File: src/rtl/layer7_wrd_pkg.sv
// Shared types, constants and helpers for the layer-7 weight read sequencer.
package layer7_wrd_pkg;

  localparam int WORDS_PER_BANK = 25;
  localparam int LANES          = 8;
  localparam int LANE_W         = 16;
  localparam int WORD_W         = LANES * LANE_W;
  localparam int INDEX_W        = 6;

  typedef enum logic [1:0] {
    IDLE,
    RUN,
    DRAIN,
    DONE
  } state_t;

  // One captured word pair; 6 + 128 + 128 = 262 bits.
  typedef struct packed {
    logic [INDEX_W-1:0] index;
    logic [WORD_W-1:0]  w2;
    logic [WORD_W-1:0]  w1;
  } fifo_entry_t;

  localparam int ENTRY_W = $bits(fifo_entry_t);

  function automatic logic [LANE_W-1:0] lane_fold(input logic [WORD_W-1:0] w);
    logic [LANE_W-1:0] acc;
    acc = '0;
    for (int l = 0; l < LANES; l++) begin
      acc = acc ^ w[l*LANE_W +: LANE_W];
    end
    return acc;
  endfunction

endpackage

File: src/rtl/layer7_wrd_skid_fifo.sv
// Two-entry FIFO between SRAM capture and the PE handshake.
// Flush wins over a simultaneous push; head is presented combinationally.
module layer7_wrd_skid_fifo
  import layer7_wrd_pkg::*;
#(
  parameter int WIDTH = ENTRY_W
) (
  input  logic             clk,
  input  logic             rst,
  input  logic             push,
  input  logic             pop,
  input  logic             flush,
  input  logic [WIDTH-1:0] push_data,
  output logic [WIDTH-1:0] head_data,
  output logic             head_valid,
  output logic [1:0]       count
);

  localparam int DEPTH = 2;

  logic       wr_ptr_reg;
  logic       rd_ptr_reg;
  logic [1:0] cnt_reg;
  logic       do_push;
  logic       do_pop;

  assign do_push = push && !flush;
  assign do_pop  = pop && (cnt_reg != 2'd0);

  genvar gi;
  generate
    for (gi = 0; gi < DEPTH; gi++) begin : g_entry
      logic [WIDTH-1:0] data_reg;
      always_ff @(posedge clk) begin
        if (rst) begin
          data_reg <= '0;
        end else if (do_push && (wr_ptr_reg == 1'(gi))) begin
          data_reg <= push_data;
        end
      end
    end
  endgenerate

  always_ff @(posedge clk) begin
    if (rst || flush) begin
      wr_ptr_reg <= 1'b0;
      rd_ptr_reg <= 1'b0;
      cnt_reg    <= 2'd0;
    end else begin
      if (do_push) wr_ptr_reg <= ~wr_ptr_reg;
      if (do_pop)  rd_ptr_reg <= ~rd_ptr_reg;
      cnt_reg <= cnt_reg + {1'b0, do_push} - {1'b0, do_pop};
    end
  end

  assign head_data  = rd_ptr_reg ? g_entry[1].data_reg : g_entry[0].data_reg;
  assign head_valid = (cnt_reg != 2'd0);
  assign count      = cnt_reg;

  // The issue throttle upstream must keep a push from landing on a full FIFO.
  a_no_overflow: assert property (@(posedge clk) disable iff (rst)
    !(do_push && !do_pop && (cnt_reg == 2'd2)));

endmodule

File: src/rtl/layer7_weight_read_ctrl.sv
// Read sequencer for the layer-7 weight SRAM: walks both banks in lockstep, absorbs the
// 1-cycle read latency and streams word pairs out. Define LAYER7_WRD_CKSUM_EN for cksum.
module layer7_weight_read_ctrl #(
  parameter int WORDS_PER_BANK = layer7_wrd_pkg::WORDS_PER_BANK,
  parameter int ADDR_W         = 16,
  parameter int DATA_W         = layer7_wrd_pkg::WORD_W,
  parameter int PASS_W         = 8
) (
  input  logic              clk,
  input  logic              rst,
  input  logic              start,
  input  logic [PASS_W-1:0] num_passes,
  input  logic              abort,
  input  logic              wr_active,
  output logic              read_weight_signal,
  output logic [ADDR_W-1:0] read_weight_addr1,
  output logic [ADDR_W-1:0] read_weight_addr2,
  input  logic [DATA_W-1:0] read_weight_data1,
  input  logic [DATA_W-1:0] read_weight_data2,
  output logic              out_valid,
  input  logic              out_ready,
  output logic [DATA_W-1:0] out_weight1,
  output logic [DATA_W-1:0] out_weight2,
  output logic [5:0]        out_index,
  output logic              busy,
  output logic              done,
  output logic [15:0]       cksum
);

  import layer7_wrd_pkg::*;

  localparam int                IDX_W    = INDEX_W;
  localparam logic [IDX_W-1:0]  LAST_IDX = IDX_W'(WORDS_PER_BANK - 1);

  state_t            state_reg, state_next;
  logic [IDX_W-1:0]  idx_reg;
  logic [IDX_W-1:0]  inflight_idx_reg;
  logic [PASS_W-1:0] pass_reg;
  logic [PASS_W-1:0] passes_reg;
  logic              inflight_reg;
  logic [ADDR_W-1:0] addr_hold_reg;

  logic              pop;
  logic              issue;
  logic              last_issue;
  logic              start_accept;
  logic              drain_empty;
  logic [1:0]        fifo_cnt;
  logic [2:0]        occupancy;
  logic              head_valid;
  fifo_entry_t       push_entry;
  fifo_entry_t       head_entry;

  assign pop          = head_valid && out_ready;
  // Slots already committed: buffered + captured next edge, less what leaves this cycle.
  assign occupancy    = {1'b0, fifo_cnt} + {2'b00, inflight_reg} - {2'b00, pop};
  assign issue        = (state_reg == RUN) && !wr_active && !abort && (occupancy < 3'd2);
  assign last_issue   = issue && (idx_reg == LAST_IDX) &&
                        (pass_reg == passes_reg - PASS_W'(1));
  assign start_accept = (state_reg == IDLE) && start && !wr_active && !abort;
  // Empty after this edge: nothing in flight and the last buffered pair (if any) leaving now.
  assign drain_empty  = !inflight_reg &&
                        ((fifo_cnt == 2'd0) || ((fifo_cnt == 2'd1) && pop));

  always_comb begin
    state_next         = state_reg;
    busy               = (state_reg != IDLE);
    done               = (state_reg == DONE);
    read_weight_signal = (state_reg == RUN) || (state_reg == DRAIN);
    read_weight_addr1  = '0;
    case (state_reg)
      IDLE:    if (start_accept) state_next = RUN;
      RUN:     if (last_issue)   state_next = DRAIN;
      DRAIN:   if (drain_empty)  state_next = DONE;
      DONE:    state_next = IDLE;
      default: state_next = IDLE;
    endcase
    if (abort) state_next = IDLE;
    if (read_weight_signal) begin
      read_weight_addr1 = issue ? ADDR_W'(idx_reg) : addr_hold_reg;
    end
    read_weight_addr2 = read_weight_addr1;
  end

  always_ff @(posedge clk) begin
    if (rst) begin
      state_reg        <= IDLE;
      idx_reg          <= '0;
      inflight_idx_reg <= '0;
      pass_reg         <= '0;
      passes_reg       <= '0;
      inflight_reg     <= 1'b0;
      addr_hold_reg    <= '0;
    end else begin
      state_reg    <= state_next;
      inflight_reg <= issue;
      if (issue) begin
        inflight_idx_reg <= idx_reg;
        addr_hold_reg    <= ADDR_W'(idx_reg);
      end else if (state_next == IDLE) begin
        addr_hold_reg <= '0;
      end
      if (start_accept) begin
        idx_reg    <= '0;
        pass_reg   <= '0;
        passes_reg <= (num_passes == '0) ? PASS_W'(1) : num_passes;
      end else if (issue) begin
        if (idx_reg == LAST_IDX) begin
          idx_reg  <= '0;
          pass_reg <= pass_reg + PASS_W'(1);
        end else begin
          idx_reg <= idx_reg + IDX_W'(1);
        end
      end
    end
  end

  assign push_entry = '{index: inflight_idx_reg, w2: read_weight_data2, w1: read_weight_data1};

  layer7_wrd_skid_fifo #(
    .WIDTH (ENTRY_W)
  ) u_skid_fifo (
    .clk        (clk),
    .rst        (rst),
    .push       (inflight_reg),
    .pop        (pop),
    .flush      (abort),
    .push_data  (push_entry),
    .head_data  (head_entry),
    .head_valid (head_valid),
    .count      (fifo_cnt)
  );

  assign out_valid   = head_valid;
  assign out_weight1 = head_valid ? head_entry.w1 : '0;
  assign out_weight2 = head_valid ? head_entry.w2 : '0;
  assign out_index   = head_valid ? head_entry.index : '0;

`ifdef LAYER7_WRD_CKSUM_EN
  logic [LANE_W-1:0] cksum_reg;

  always_ff @(posedge clk) begin
    if (rst) begin
      cksum_reg <= '0;
    end else if (start_accept) begin
      cksum_reg <= '0;
    end else if (pop) begin
      cksum_reg <= cksum_reg ^ lane_fold(head_entry.w1) ^ lane_fold(head_entry.w2);
    end
  end

  assign cksum = cksum_reg;
`else
  assign cksum = '0;
`endif

endmodule

File: config.mk
export PLATFORM = sky130hd
export DESIGN_NAME = layer7_weight_read_ctrl
export DESIGN_NICKNAME = d
export VERILOG_FILES = /design/src/rtl/layer7_wrd_pkg.sv /design/src/rtl/layer7_wrd_skid_fifo.sv /design/src/rtl/layer7_weight_read_ctrl.sv
export SDC_FILE = /design/constraint.sdc
export NUM_CORES = 1
export LEC_CHECK = 0
export ABC_CLOCK_PERIOD_IN_PS = 4150
export CORE_AREA = 2 2 229 231
export DETAILED_ROUTE_END_ITERATION = 16
export DIE_AREA = 0 0 231 233
export PLACE_DENSITY = 0.75
export SYNTH_ARGS = -nofsm -noshare
export SYNTH_HDL_FRONTEND = slang
export SYNTH_SLANG_ARGS = --single-unit
File: constraint.sdc
create_clock -name clk -period 4.15 [get_ports clk]
set_input_delay 0.83 -clock clk [delete_from_list [all_inputs] [get_ports clk]]
set_output_delay 0.83 -clock clk [all_outputs]
set_load 0.02 [all_outputs]
; ---- Word-level counts from Yosys, hierarchy flattened
; Cells that the tools add are included.
[word_totals]
regBits = 565
output_inout_bits = 314
elab_cells = 73
[op_classes]
addsub = 7
n_lt_le_gt_ge = 1
eq_ne = 6
n_mux = 15
n_bitwise = 2
n_reduce_logical = 30
[ops]
columns = op, n
row1 = $mux W262, 1
row2 = $mux W128, 2
row3 = $mux W6, 6
row4 = $logic_and A1 B1 Y1, 15
row5 = $add A8 B1 Y8 const B, 1
row6 = $eq A8 B8 Y1, 1
row7 = $logic_not A8 Y1, 1
row8 = $mux W2, 4
row9 = $mux W8, 1
row10 = $pmux W2 S4, 1
row11 = $sub A8 B1 Y8 const B, 1
row12 = $add A6 B1 Y6 const B, 1
row13 = $eq A6 B5 Y1 const B, 1
row14 = $logic_not A2 Y1, 3
row15 = $reduce_bool A2 Y1, 3
row16 = $eq A2 B1 Y1 const B, 2
row17 = $eq A2 B2 Y1 const B, 2
row18 = $add A2 B1 Y3, 1
row19 = $logic_not A1 Y1, 3
row20 = $logic_or A1 B1 Y1, 3
row21 = $lt A3 B2 Y1 const B, 1
row22 = $sub A3 B1 Y3, 1
row23 = $add A2 B1 Y2, 1
row24 = $not A1 Y1, 2
row25 = 3 further kinds, 3

; ---- Logic depth before layout (Yosys ltp)
; Gate-level depths: netlist of run 1.
[depth]
depth_word = 13
ltp_mapped = 15

; ---- Modules after synthesis
; A second synthesis of run 1 with hierarchy kept.
[unflattened]
hier_cells = 3165
area_unflattened_um2 = 25465.7
[modules_own_cells]
columns = mod, n_inst, cells_each, area_per_inst_um2, seq_area_each_um2
row1 = layer7_wrd_skid_fifo, 1, 2585, 21335.5, 10570.1
row2 = layer7_weight_read_ctrl, 1, 580, 4130.2, 740.7

; ---- Least setup slack after synthesis of run 1
; No wires, ideal clock.
[synth_path]
path_kind = input to output
start = in out_ready
end = out read_weight_addr2[0]
arrival_ps = 3474
setup_slack_ps = -154
stages = 12
n_path_buf = 2
cell_sequence = inv_1 -> nor2_1 -> ha_1 -> inv_1 -> nand2_1 -> fa_1 -> and4bb_4 -> and2_1 -> clkbuf_1 -> nand2_1 -> a21boi_0 -> buf_4
[synth_between]
elab_chain_cells = 6
[synth_rtl]
columns = element, line
row1 = from (decl), layer7_weight_read_ctrl.sv:21  ; input logic out_ready,
row2 = $logic_and A1 B1 Y1, layer7_weight_read_ctrl.sv:54  ; assign pop = head_valid && out_ready;
row3 = $sub A3 B1 Y3, layer7_weight_read_ctrl.sv:56  ; assign occupancy = {1'b0, fifo_cnt} + {2'b00, inflight_reg} - {2'b00, pop};
row4 = $lt A3 B2 Y1, layer7_weight_read_ctrl.sv:57  ; assign issue = (state_reg == RUN) && !wr_active && !abort && (occupancy < 3'd2);
row5 = $logic_and A1 B1 Y1, layer7_weight_read_ctrl.sv:57
row6 = $mux W6, layer7_weight_read_ctrl.sv:80  ; read_weight_addr1 = issue ? ADDR_W'(idx_reg) : addr_hold_reg;
row7 = $mux W6, layer7_weight_read_ctrl.sv:79  ; if (read_weight_signal) begin
row8 = to (decl), layer7_weight_read_ctrl.sv:17  ; output logic [ADDR_W-1:0] read_weight_addr2,
; Every way passes these cells.

; ---- Worst setup path in the final report of run 1
[layout_path]
start = reg u_skid_fifo.cnt_reg[0], in the netlist u_skid_fifo.count[0]
end = out read_weight_addr1[1]
[layout_between]
elab_chain_cells = 7
[layout_rtl]
columns = element, line
row1 = from (decl), layer7_wrd_skid_fifo.sv:23  ; logic [1:0] cnt_reg;
row2 = from (signal assigned), layer7_wrd_skid_fifo.sv:52  ; cnt_reg <= cnt_reg + {1'b0, do_push} - {1'b0, do_pop};
row3 = branches (longest 2 deep; another with $add A2 B1 Y3), -
row4 = $sub A3 B1 Y3 (*), layer7_weight_read_ctrl.sv:56
row5 = $lt A3 B2 Y1 (*), layer7_weight_read_ctrl.sv:57
row6 = $logic_and A1 B1 Y1 (*), layer7_weight_read_ctrl.sv:57
row7 = $mux W6 (*), layer7_weight_read_ctrl.sv:80
row8 = $mux W6 (*), layer7_weight_read_ctrl.sv:79
row9 = to (decl), layer7_weight_read_ctrl.sv:16  ; output logic [ADDR_W-1:0] read_weight_addr1,
; Mark *: on every way between the ends.

==> impl_metrics.py, run 1 <==
metrics = {
    "floorplan": {
        "die_w_um": 231,
        "die_h_um": 233,
        "design.core.area_um2": 51100,
        "ios": 584,
        "dieArea_um2": 53800,
        "start_util": 0.470,
        "rows": 83,
    },
    "finish": {
        "seqCellArea_um2": 11300,
        "fin_nets": 3866,
        "n_fill_cell": 4551,
        "multi_input_area_um2": 11600,
        "final_layout_size_suffix_gt1_frac": 0.0559,
        "largest_reg_flops": 524,
        "areaGrowthSynthToFinish_pct": 34.0,
        "fin_area_um2": 32200,
        "finish.utilization": 0.630,
    },
    "timing": {
        "fin_crit_ps": 3980,
        "max_freq_mhz": 251,
        "fin_skew_ps": 14.4,
        "setup_viol": 0,
        "fin_crit_sh": 0.960,
        "slew_violations": 0,
        "tightestPinTransition_ps": 727,
        "hold_viol": 0,
        "relSlewSlack": 0.516,
        "rsz0062_at_grt": "false",
    },
    "cts": {
        "clk_latency_ps": 600,
        "clockBufferDepth": 3,
        "root_buffer": "clkbuf_16",
        "holdBufCountCts": 0,
        "cts_buffers": 58,
        "clk_pin_slew_ps": 60,
        "htree_levels": 2,
        "cts_tree": "built",
        "cts_num_sinks": 565,
    },
    "power_and_ir_drop": {
        "power.leakage_nw": 9.82,
        "p_comb_frac": 0.042,
        "powerDensity_nw_per_um2": 362,
        "p_int_mw": 9.21,
        "clkPwrFrac": 0.491,
        "seqPwrFrac": 0.467,
        "power.switching_mw": 2.43,
        "peakVddDrop_uv": 309,
        "p_sw_frac": 0.208,
    },
    "global_routing": {
        "grt_pass1_vias": 20800,
        "overflow": 0,
        "grt_antenna_before_repair": 13,
        "track_usage": 0.251,
        "grt_max_degree": 131,
        "grt_pass1_wl_mm": 110,
    },
    "synth": {
        "synth_top_area_frac": 0.471,
        "syn_avg_cell_area_um2": 7.61,
        "synth_area_leaders": "dfxtp_1 (47%), nand2_1 (17%), a21oi_1 (11%)",
        "synth_seq_cells": 565,
        "yosysWarnings": 0,
        "synth_ff_type": "dfxtp_1",
        "synthCells": 3159,
        "syn_area_um2": 24000,
        "synth_edf_count": 0,
        "seq_area_frac_synth": 0.471,
        "synth_cell_type_count": 44,
        "async_reset_ff_frac": 0,
        "synth_top_cell_by_area": "dfxtp_1",
    },
    "worst_setup_path": {
        "r2r_setup_slack_ps": 610,
        "path_class": "register to primary output",
        "crit_path_max_fanout": 7,
        "required_ps": 3320,
        "crit_slowest_cell": "fa_1",
        "cp.arrival_ps": 3150,
        "crit_chain": "nor2_4, nor2_4, ha_1, inv_2, nand2_1, fa_1, and4bb_4, and2_4, buf_6, nand2_2, a21boi_1, buf_4, buf_6",
        "start_kind": "register",
        "slowest_delay_ps": 550,
        "end_kind": "primary output",
    },
    "placement": {
        "numPortBuffers": 547,
        "gp_congestion": 0.804,
        "dp_hpwl_mm": 45.3,
        "placed_cell_area_um2": 30000,
    },
    "job": {
        "drv_cap": 0,
    },
    "status": {
        "outcome": "finished clean",
    },
    "route": {
        "vias_per_cell": 5.16,
        "drt_wl_total_mm": 71.6,
        "first_pass_iters": 5,
        "num_vias": 22300,
        "drc": 0,
        "drtIter0Drc": 1408,
        "wl_per_cell_um": 16.6,
        "ant_nets": 0,
    },
    "hold_path": {
        "min_path_type": "register to register",
    },
}
==> cell families (layout without fill, tap and decap cells) <==
| group | Yosys count | count (layout) | synth area share |
|---|---|---|---|
| other | 1 | 45 | 0.000156 |
| flip-flops | 565 | 565 | 0.471 |
| AND/OR/NAND/NOR | 1428 | 1428 | 0.230 |
| adder cells (fa/ha/maj) | 13 | 13 | 0.00708 |
| XOR/XNOR | 20 | 20 | 0.00729 |
| buffers and inverters | 299 | 736 | 0.0536 |
| AO/OA/AOI/OAI | 571 | 571 | 0.122 |
| multiplexers | 262 | 262 | 0.109 |
==> synthesized netlist by cell type, types with 5 or more instances <==
library cell and count:
xor2_1 9, inv_1 14, buf_4 42, nand3_1 6, a21boi_0 6, ha_1 12, nor3_1 7, nor2_1 280
clkbuf_1 214, nand2b_1 6, nand3b_1 5, nand2_1 1093, buf_1 28, mux2i_1 262, dfxtp_1 565, o22ai_1 6
a21oi_1 545, xnor2_1 11
==> critical path, delay by kind of cell, from the launching register on <==
family / cells / cell delay, ps
adder cells (fa/ha/maj): 2 / 830
flip-flops: 1 / 350
AO/OA/AOI/OAI: 1 / 180
AND/OR/NAND/NOR: 6 / 710
buffers and inverters: 4 / 490
==> cells in the final DEF, fill, tap and decap left out, drive strengths merged, types with 2 or more instances in the layout <==
cell,count
xor2,9
nor4,2
dfxtp,565
a21boi,6
xnor2,11
and2,2
bufinv,9
o22ai,6
and4bb,2
buf,80
ha,12
mux2i,262
nor3,7
clkinv,11
nand4,5
nand2b,6
clkdlybuf4s50,533
conb,36
nor2,281
or4,4
a21oi,545
or2,3
and3,4
nand3b,5
inv,16
nand3,6
a211oi,4
nor3b,2
clkbuf,87
o21ai,3
diode,9
nand2,1093
nor2b,4
==> layout make-up <==
cell class                 count  area share
antenna                        9    0.000700
clock buffer                  86      0.0554
clock inverter                22      0.0107
inverter                      14     0.00163
multi-input combinational   2330       0.361
sequential                   565       0.352
tap                          680      0.0264
timing repair buffer         614       0.193
==> power groups by stage <==
stage | clock, mW | combinational, mW | sequential (mW)
3_3_place_gp | 0 | 0.486 | 5.56
3_5_place_dp | 0 | 0.484 | 5.56
2_1_floorplan | 0 | 0.180 | 5.55
5_1_grt | 6.02 | 0.525 | 5.43
6_report | 5.71 | 0.491 | 5.44
4_1_cts | 5.80 | 0.489 | 5.43
==> final timing paths <==
kind | endpoint | cells past startpoint | startpoint
worst max-delay path | read_weight_addr1[1] | 13 | u_skid_fifo.count[0]$_SDFF_PP0_
worst min-delay path | u_skid_fifo.g_entry[0].data_reg[139]$_SDFFE_PP0P_ | 2 | u_skid_fifo.g_entry[0].data_reg[139]$_SDFFE_PP0P_
worst max register to register | addr_hold_reg[4]$_SDFFE_PP0P_ | 15 | u_skid_fifo.count[0]$_SDFF_PP0_
worst min register to register | u_skid_fifo.g_entry[0].data_reg[139]$_SDFFE_PP0P_ | 2 | u_skid_fifo.g_entry[0].data_reg[139]$_SDFFE_PP0P_
==> metal layers <==
layer / track usage / routed length, um
met5: 0 / 54
met4: 0.0980 / 2370
met3: 0.0645 / 5620
met1: 0.309 / 29200
met2: 0.421 / 34400
==> stage by stage <==
stage	power, mW	setup TNS [ps]	hold WS, ps	instances	setup slack [ps]
2_1_floorplan	5.73	0	436	3194	51.3
3_3_place_gp	6.04	-11730	441	4202	-774
3_5_place_dp	6.04	-12770	446	4202	-806
4_1_cts	11.7	0	454	4310	2.43
5_1_grt	12.0	0	467	4318	29.5
6_report	11.6	0	451	4320	167
==> timing repair <==
item	4_1_cts	5_1_grt
gates cloned	0	0
resized for setup	57	18
buffers inserted	0	1
setup endpoints to repair	203	21
pin swaps	0	5
Power figures use the tool's default switching activity.
==> run 2: changes to the inputs <==
ABC_AREA = 1   (was default)
==> run 2 against run 1 <==
  * Cell count grew 1.4%
  * Highest routed layer unchanged
  * Critical path type unchanged
  * Largest power group is now sequential cells
  * Flip-flop and latch count unchanged
  * Wire length up 7.9%
  * Sequential share of layout area is 0.62 points higher
==> impl_metrics.py, run 2 <==
metrics = {
    "status": {
        "outcome": "finished clean",
    },
    "power_and_ir_drop": {
        "seqPwrFrac": 0.479,
        "p_comb_frac": 0.052,
        "power.leakage_nw": 10.7,
        "power.switching_mw": 2.50,
        "p_sw_frac": 0.220,
        "power_mw": 11.4,
        "clkPwrFrac": 0.469,
        "peakVddDrop_uv": 366,
        "p_int_mw": 8.87,
        "powerDensity_nw_per_um2": 359,
    },
    "cts": {
        "clk_latency_ps": 610,
        "root_buffer": "clkbuf_16",
        "clockBufferDepth": 3,
        "cts_num_sinks": 565,
        "holdBufCountCts": 0,
        "cts_tree": "built",
        "htree_levels": 2,
        "clk_pin_slew_ps": 60,
        "cts_buffers": 58,
    },
    "synth": {
        "seq_area_frac_synth": 0.471,
        "synth_ff_type": "dfxtp_1",
        "yosysWarnings": 0,
        "synth-simple-area-share": 0.127,
        "synth_top_family_by_area": "compound AO/OA/AOI/OAI gates",
        "syn_area_um2": 24000,
        "synth_compound_area_frac": 0.284,
        "synth_seq_cells": 565,
        "synth_area_leaders": "dfxtp_1 (47%), a21oi_1 (17%), o21ai_0 (11%)",
        "synth_top_area_frac": 0.471,
        "netlist_top_cells_count": "a21oi_1 (807), dfxtp_1 (565), o21ai_0 (539)",
        "syn_avg_cell_area_um2": 7.30,
        "async_reset_ff_frac": 0,
        "synth_cell_type_count": 40,
        "synth_most_common_cell": "a21oi_1",
        "synth.area.mux_share": 0,
        "synthCells": 3291,
        "synth_edf_count": 0,
        "synth_top_cell_by_area": "dfxtp_1",
        "synth_fa_ha_area_frac": 0.00708,
        "synth-xor-area-share": 0.00219,
    },
    "timing": {
        "fin_setup_tns_ps": 0,
        "fin_crit_sh": 0.948,
        "max_freq_mhz": 254,
        "tightestPinTransition_ps": 1010,
        "fin_skew_ps": 9.42,
        "setup_viol": 0,
        "slew_violations": 0,
        "worst_slack_ps": 214,
        "hold_viol": 0,
        "fin_crit_ps": 3940,
        "relSlewSlack": 0.330,
    },
    "route": {
        "vias_per_cell": 5.42,
        "drt_wl_total_mm": 77.2,
        "first_pass_iters": 6,
        "wl_per_cell_um": 17.6,
        "num_vias": 23700,
        "drtIter0Drc": 1736,
        "ant_nets": 0,
        "drc": 0,
    },
    "placement": {
        "dp_slack_ps": -402,
        "gp_congestion": 0.833,
        "dp_hpwl_mm": 45.7,
        "dp.cells": 4263,
        "numPortBuffers": 547,
    },
    "finish": {
        "areaGrowthSynthToFinish_pct": 31.6,
        "n_fill_cell": 4641,
        "final_layout_size_suffix_gt1_frac": 0.0490,
        "largest_reg_flops": 524,
        "final_cell_mix": "a21oi_1 (807), dfxtp_1 (563), o21ai_0 (539)",
        "seqCellArea_um2": 11300,
        "fin_nets": 3928,
        "fin_cells": 4380,
        "final_common_cell": "a21oi_1",
        "multi_input_area_um2": 10300,
    },
    "worst_setup_path": {
        "path_class": "register to primary output",
        "crit_path_max_fanout": 6,
        "crit_top_cell": "inv_1",
        "reg2reg_to": "addr_hold_reg[4]$_SDFFE_PP0P_",
        "slowest_delay_ps": 510,
        "cp.arrival_ps": 3110,
        "start_kind": "register",
        "end_kind": "primary output",
        "required_ps": 3320,
        "rr_worst_depth": 22,
        "r2r_setup_slack_ps": 1040,
        "r2r-start": "u_skid_fifo.count[0]$_SDFF_PP0_",
        "crit_slowest_cell": "fa_1",
        "crit_chain": "nor2_4, inv_6, nand2_1, inv_1, ha_1, inv_1, nand2_1, fa_1, nand2_2, nor2_4, nand2_4, nor2_1, inv_1, nand2_1, inv_1, nor2_2, buf_2",
    },
    "global_routing": {
        "track_usage": 0.272,
        "grt_pass1_vias": 21500,
        "grt_pass1_wl_mm": 119,
        "grt_antenna_before_repair": 10,
        "overflow": 0,
        "grt_max_degree": 195,
    },
    "job": {
        "drv_cap": 0,
    },
    "floorplan": {
        "rows": 83,
        "ios": 584,
        "die_h_um": 233,
        "dieArea_um2": 53800,
        "design.core.area_um2": 51100,
        "start_util": 0.470,
        "die_w_um": 231,
    },
    "hold_path": {
        "min_path_type": "register to register",
        "holdCritStartpoint": "u_skid_fifo.g_entry[1].data_reg[156]$_SDFFE_PP0P_",
        "holdPathEnd": "u_skid_fifo.g_entry[1].data_reg[156]$_SDFFE_PP0P_",
        "whs_path_depth": 2,
    },
}
[run 2: cell count changes after synthesis, sizes merged, moves of 227 or more]
cell	delta
mux2i	-262
nand3	+272
o21ai	+538
a21oi	+262
nand2	-744
inv	+304
nor2	-227
[run 2: power by group through the flow]
stage	clock network (mW)	logic (mW)	registers [mW]
after floorplan	0	0.248	5.56
after global placement	0	0.582	5.56
after detailed placement	0	0.583	5.56
after CTS	5.41	0.589	5.44
after global routing	5.64	0.646	5.44
final	5.33	0.591	5.44
[run 2: area by class of cell]
type | instances | area share
clock inverter | 16 | 0.00578
sequential | 565 | 0.358
multi-input combinational | 2105 | 0.324
tap | 680 | 0.0269
antenna | 7 | 0.000554
timing repair buffer | 595 | 0.190
clock buffer | 92 | 0.0557
inverter | 320 | 0.0385
[run 2: per-stage QoR]
| stage | util | hold WS (ps) | area [um^2] |
|---|---|---|---|
| after floorplan | - | 430 | 24200 |
| after global placement | 0.580 | 438 | 29600 |
| after detailed placement | 0.580 | 443 | 29600 |
| after CTS | 0.618 | 452 | 31600 |
| after global routing | 0.619 | 467 | 31600 |
| final | 0.619 | 450 | 31600 |
[run 2: routing by layer]
layer	GRT usage	share of wire	up-vias	wire (um)
li1	-	-	11700	-
met1	0.342	0.41	11100	32000
met2	0.446	0.47	754	36400
met3	0.0702	0.080	169	6200
met4	0.103	0.035	8	2670
met5	0	0.00071	-	55
[run 2: worst max-delay path, delay by kind of cell (launching register included)]
kind | cells | cell delay, ps
AND/OR/NAND/NOR | 9 | 860
adder cells (fa/ha/maj) | 2 | 770
buffers and inverters | 6 | 540
flip-flops | 1 | 340
[run 2: how the worst max path moves through the flow]
| stage | cells past startpoint | to | slack (ps) | start |
|---|---|---|---|---|
| after global routing | 18 | read_weight_addr2[3] | -10 | u_skid_fifo.count[0]$_SDFF_PP0_ |
| after CTS | 16 | read_weight_addr1[2] | 30 | out_ready |
| final | 17 | read_weight_addr1[0] | 210 | u_skid_fifo.count[0]$_SDFF_PP0_ |
| after global placement | 16 | read_weight_addr2[1] | -350 | out_ready |
| after detailed placement | 16 | read_weight_addr2[1] | -400 | out_ready |
| after floorplan | 15 | read_weight_addr2[4] | 320 | out_ready |
[run 2: cells by family (layout without fill, tap and decap cells)]
group,Yosys count,count (layout)
adders and majority gates,13,13
other,1,43
AOI/OAI and AO/OA,1356,1356
DFF,565,565
buffers and inverters,656,1023
and+or+nand+nor,694,694
xor gates and xnor gates,6,6
[run 2: what timing repair did]
item / in CTS / in global routing
cloned: 1 / 0
resized for setup: 52 / 19
pin swaps: 0 / 4
endpoints found under the setup margin: 51 / 12
hold endpoints to repair: 0 / 0
buffers inserted: 0 / 1
==> run 3: changes to the inputs <==
ABC_CLOCK_PERIOD_IN_PS = 4530   (was 4150)
CORE_AREA = 2 2 227 229   (was 2 2 229 231)
CTS_CLUSTER_SIZE = 8   (was default)
DIE_AREA = 0 0 229 231   (was 0 0 231 233)
PLACE_DENSITY = 0.76   (was 0.75)
clock period = 4.53 ns   (was 4.15 ns; I/O delays follow)
==> run 3 against run 2 <==
  * The flow now finishes with violations (slew limit)
  * First-iteration DRC count is 7.7% higher
  * Design area rose by 0.28%
  * Worst hold slack worse by 0.95 ps
  * Flip-flop and latch count unchanged
==> impl_metrics.py, run 3 (synthesis results as in run 2) <==
metrics = {
    "status": {
        "outcome": "complete, but fails checks",
        "violations": "slew limit",
    },
    "timing": {
        "slew_violations": 112,
        "worst_slack_ps": 122,
        "rsz0062_at_grt": "true",
        "fin_crit_ps": 4410,
        "tightestPinTransition_ps": 1580,
        "fin_crit_sh": 0.973,
        "setup_viol": 0,
        "relSlewSlack": -0.0510,
        "hold_viol": 0,
        "fin_skew_ps": 19.2,
        "max_freq_mhz": 227,
    },
    "worst_setup_path": {
        "rr_worst_depth": 22,
        "cp.arrival_ps": 3500,
        "crit_path_max_fanout": 263,
        "r2r-start": "u_skid_fifo.count[1]$_SDFF_PP0_",
        "path_class": "register to primary output",
        "required_ps": 3620,
        "reg2reg_to": "addr_hold_reg[5]$_SDFFE_PP0P_",
        "start_kind": "register",
        "cp-endpoint": "out_index[5]",
        "r2r_setup_slack_ps": 1370,
        "end_kind": "primary output",
        "crit_start": "u_skid_fifo.count[1]$_SDFF_PP0_",
    },
    "power_and_ir_drop": {
        "p_comb_frac": 0.050,
        "power_mw": 10.8,
        "clkPwrFrac": 0.488,
        "power.switching_mw": 2.34,
        "powerDensity_nw_per_um2": 341,
        "p_int_mw": 8.48,
        "p_sw_frac": 0.216,
        "power.leakage_nw": 10.8,
        "peakVddDrop_uv": 246,
        "seqPwrFrac": 0.463,
    },
    "global_routing": {
        "grt_pass1_wl_mm": 118,
        "grt_max_degree": 264,
        "track_usage": 0.272,
        "overflow": 0,
        "grt_antenna_before_repair": 16,
        "grt_pass1_vias": 21700,
    },
    "cts": {
        "cts_tree": "built",
        "htree_levels": 3,
        "cts_buffers": 80,
        "clk_pin_slew_ps": 50,
        "root_buffer": "clkbuf_16",
        "cts_num_sinks": 565,
        "holdBufCountCts": 0,
        "clk_latency_ps": 600,
        "clockBufferDepth": 3,
    },
    "route": {
        "num_vias": 23600,
        "vias_per_cell": 5.42,
        "drt_wl_total_mm": 75.7,
        "wl_per_cell_um": 17.4,
        "drtIter0Drc": 1869,
        "first_pass_iters": 8,
        "drc": 0,
        "ant_nets": 0,
    },
    "job": {
        "drv_cap": 0,
    },
    "floorplan": {
        "die_w_um": 229,
        "die_h_um": 231,
        "design.core.area_um2": 50700,
        "dieArea_um2": 52900,
        "rows": 83,
        "ios": 584,
        "start_util": 0.474,
    },
    "finish": {
        "fin_nets": 3947,
        "final_common_cell": "a21oi_1",
        "final_cell_mix": "a21oi_1 (807), dfxtp_1 (564), o21ai_0 (539)",
        "areaGrowthSynthToFinish_pct": 31.9,
        "final_layout_size_suffix_gt1_frac": 0.0449,
        "largest_reg_flops": 524,
    },
    "placement": {
        "numPortBuffers": 547,
        "dp_hpwl_mm": 45.5,
        "dp_slack_ps": -211,
        "gp_congestion": 0.847,
    },
    "hold_path": {
        "holdCritStartpoint": "u_skid_fifo.g_entry[1].data_reg[140]$_SDFFE_PP0P_",
        "min_path_type": "register to register",
    },
}
-- run 3: cell types whose count changed in the layout (fill, tap and decap cells not counted), sizes merged --
| cell | change |
|---|---|
| inv | +3 |
| dlygate4sd2 | +2 |
| clkinv | -11 |
| clkdlybuf4s50 | +1 |
| clkinvlp | -1 |
| diode | +4 |
| bufbuf | -1 |
| buf | -14 |
| clkbuf | +4 |
| bufinv | -4 |
| dlymetal6s2s | -1 |
-- run 3: critical path, cell delays in order (launching register included) --
cell	delay, ps
dfxtp_1	400
nor2_1	110
inv_6	70
buf_12	450
o21ai_0	250
a21oi_1	320
clkdlybuf4s50_1	670
-- run 3: how the worst min path moves through the flow --
stage,to,depth (start not counted)
final,u_skid_fifo.g_entry[1].data_reg[140]$_SDFFE_PP0P_,2
after global routing,u_skid_fifo.g_entry[1].data_reg[187]$_SDFFE_PP0P_,2
after CTS,u_skid_fifo.g_entry[1].data_reg[179]$_SDFFE_PP0P_,2
after detailed placement,u_skid_fifo.g_entry[1].data_reg[161]$_SDFFE_PP0P_,2
after global placement,u_skid_fifo.g_entry[1].data_reg[260]$_SDFFE_PP0P_,2
after floorplan,u_skid_fifo.g_entry[1].data_reg[0]$_SDFFE_PP0P_,2
-- run 3: area by class of cell --
cell class / count / area [um^2]
multi-input cells: 2105 / 10200
fillers: 4558 / 19000
repair buffers: 592 / 5940
diodes: 11 / 27.5
flip-flops and latches: 565 / 11300
inverters: 320 / 1220
clock buffers: 86 / 2100
clock inverters: 3 / 26.3
well taps: 680 / 851
-- run 3: power by group through the flow --
stage | Sequential [mW] | Clock (mW) | Combinational [mW]
finish | 5.00 | 5.27 | 0.537
CTS | 5.00 | 5.36 | 0.536
global route | 4.99 | 5.57 | 0.586
global placement | 5.10 | 0 | 0.530
floorplan | 5.10 | 0 | 0.228
detailed placement | 5.10 | 0 | 0.532
-- run 3: repair_timing --
action | 4_1_cts | 5_1_grt
gates resized for setup | 12 | 21
setup endpoints to repair | 27 | 12
pin swaps | 0 | 0
gates cloned | 0 | 0
setup buffers | 0 | 0
-- run 3: per-stage QoR --
step                instance area, um^2  setup TNS, ps  hold slack, ps  std cells   util
finish                            31700              0             449       4362  0.626
global route                      31700           -148             462       4361  0.626
CTS                               31700              0             451       4351  0.626
detailed placement                29600          -1650             442       4263  0.585
global placement                  29600          -1130             438       4263  0.585
floorplan                         24200              0             430       3326      -
-- run 3: metal layers --
metal | GRT usage | vias to the layer above | part of all wire
met5 | 0 | - | 0.00073
met4 | 0.121 | 8 | 0.035
met3 | 0.0814 | 152 | 0.084
met2 | 0.436 | 782 | 0.47
met1 | 0.338 | 11000 | 0.41
li1 | - | 11700 | -
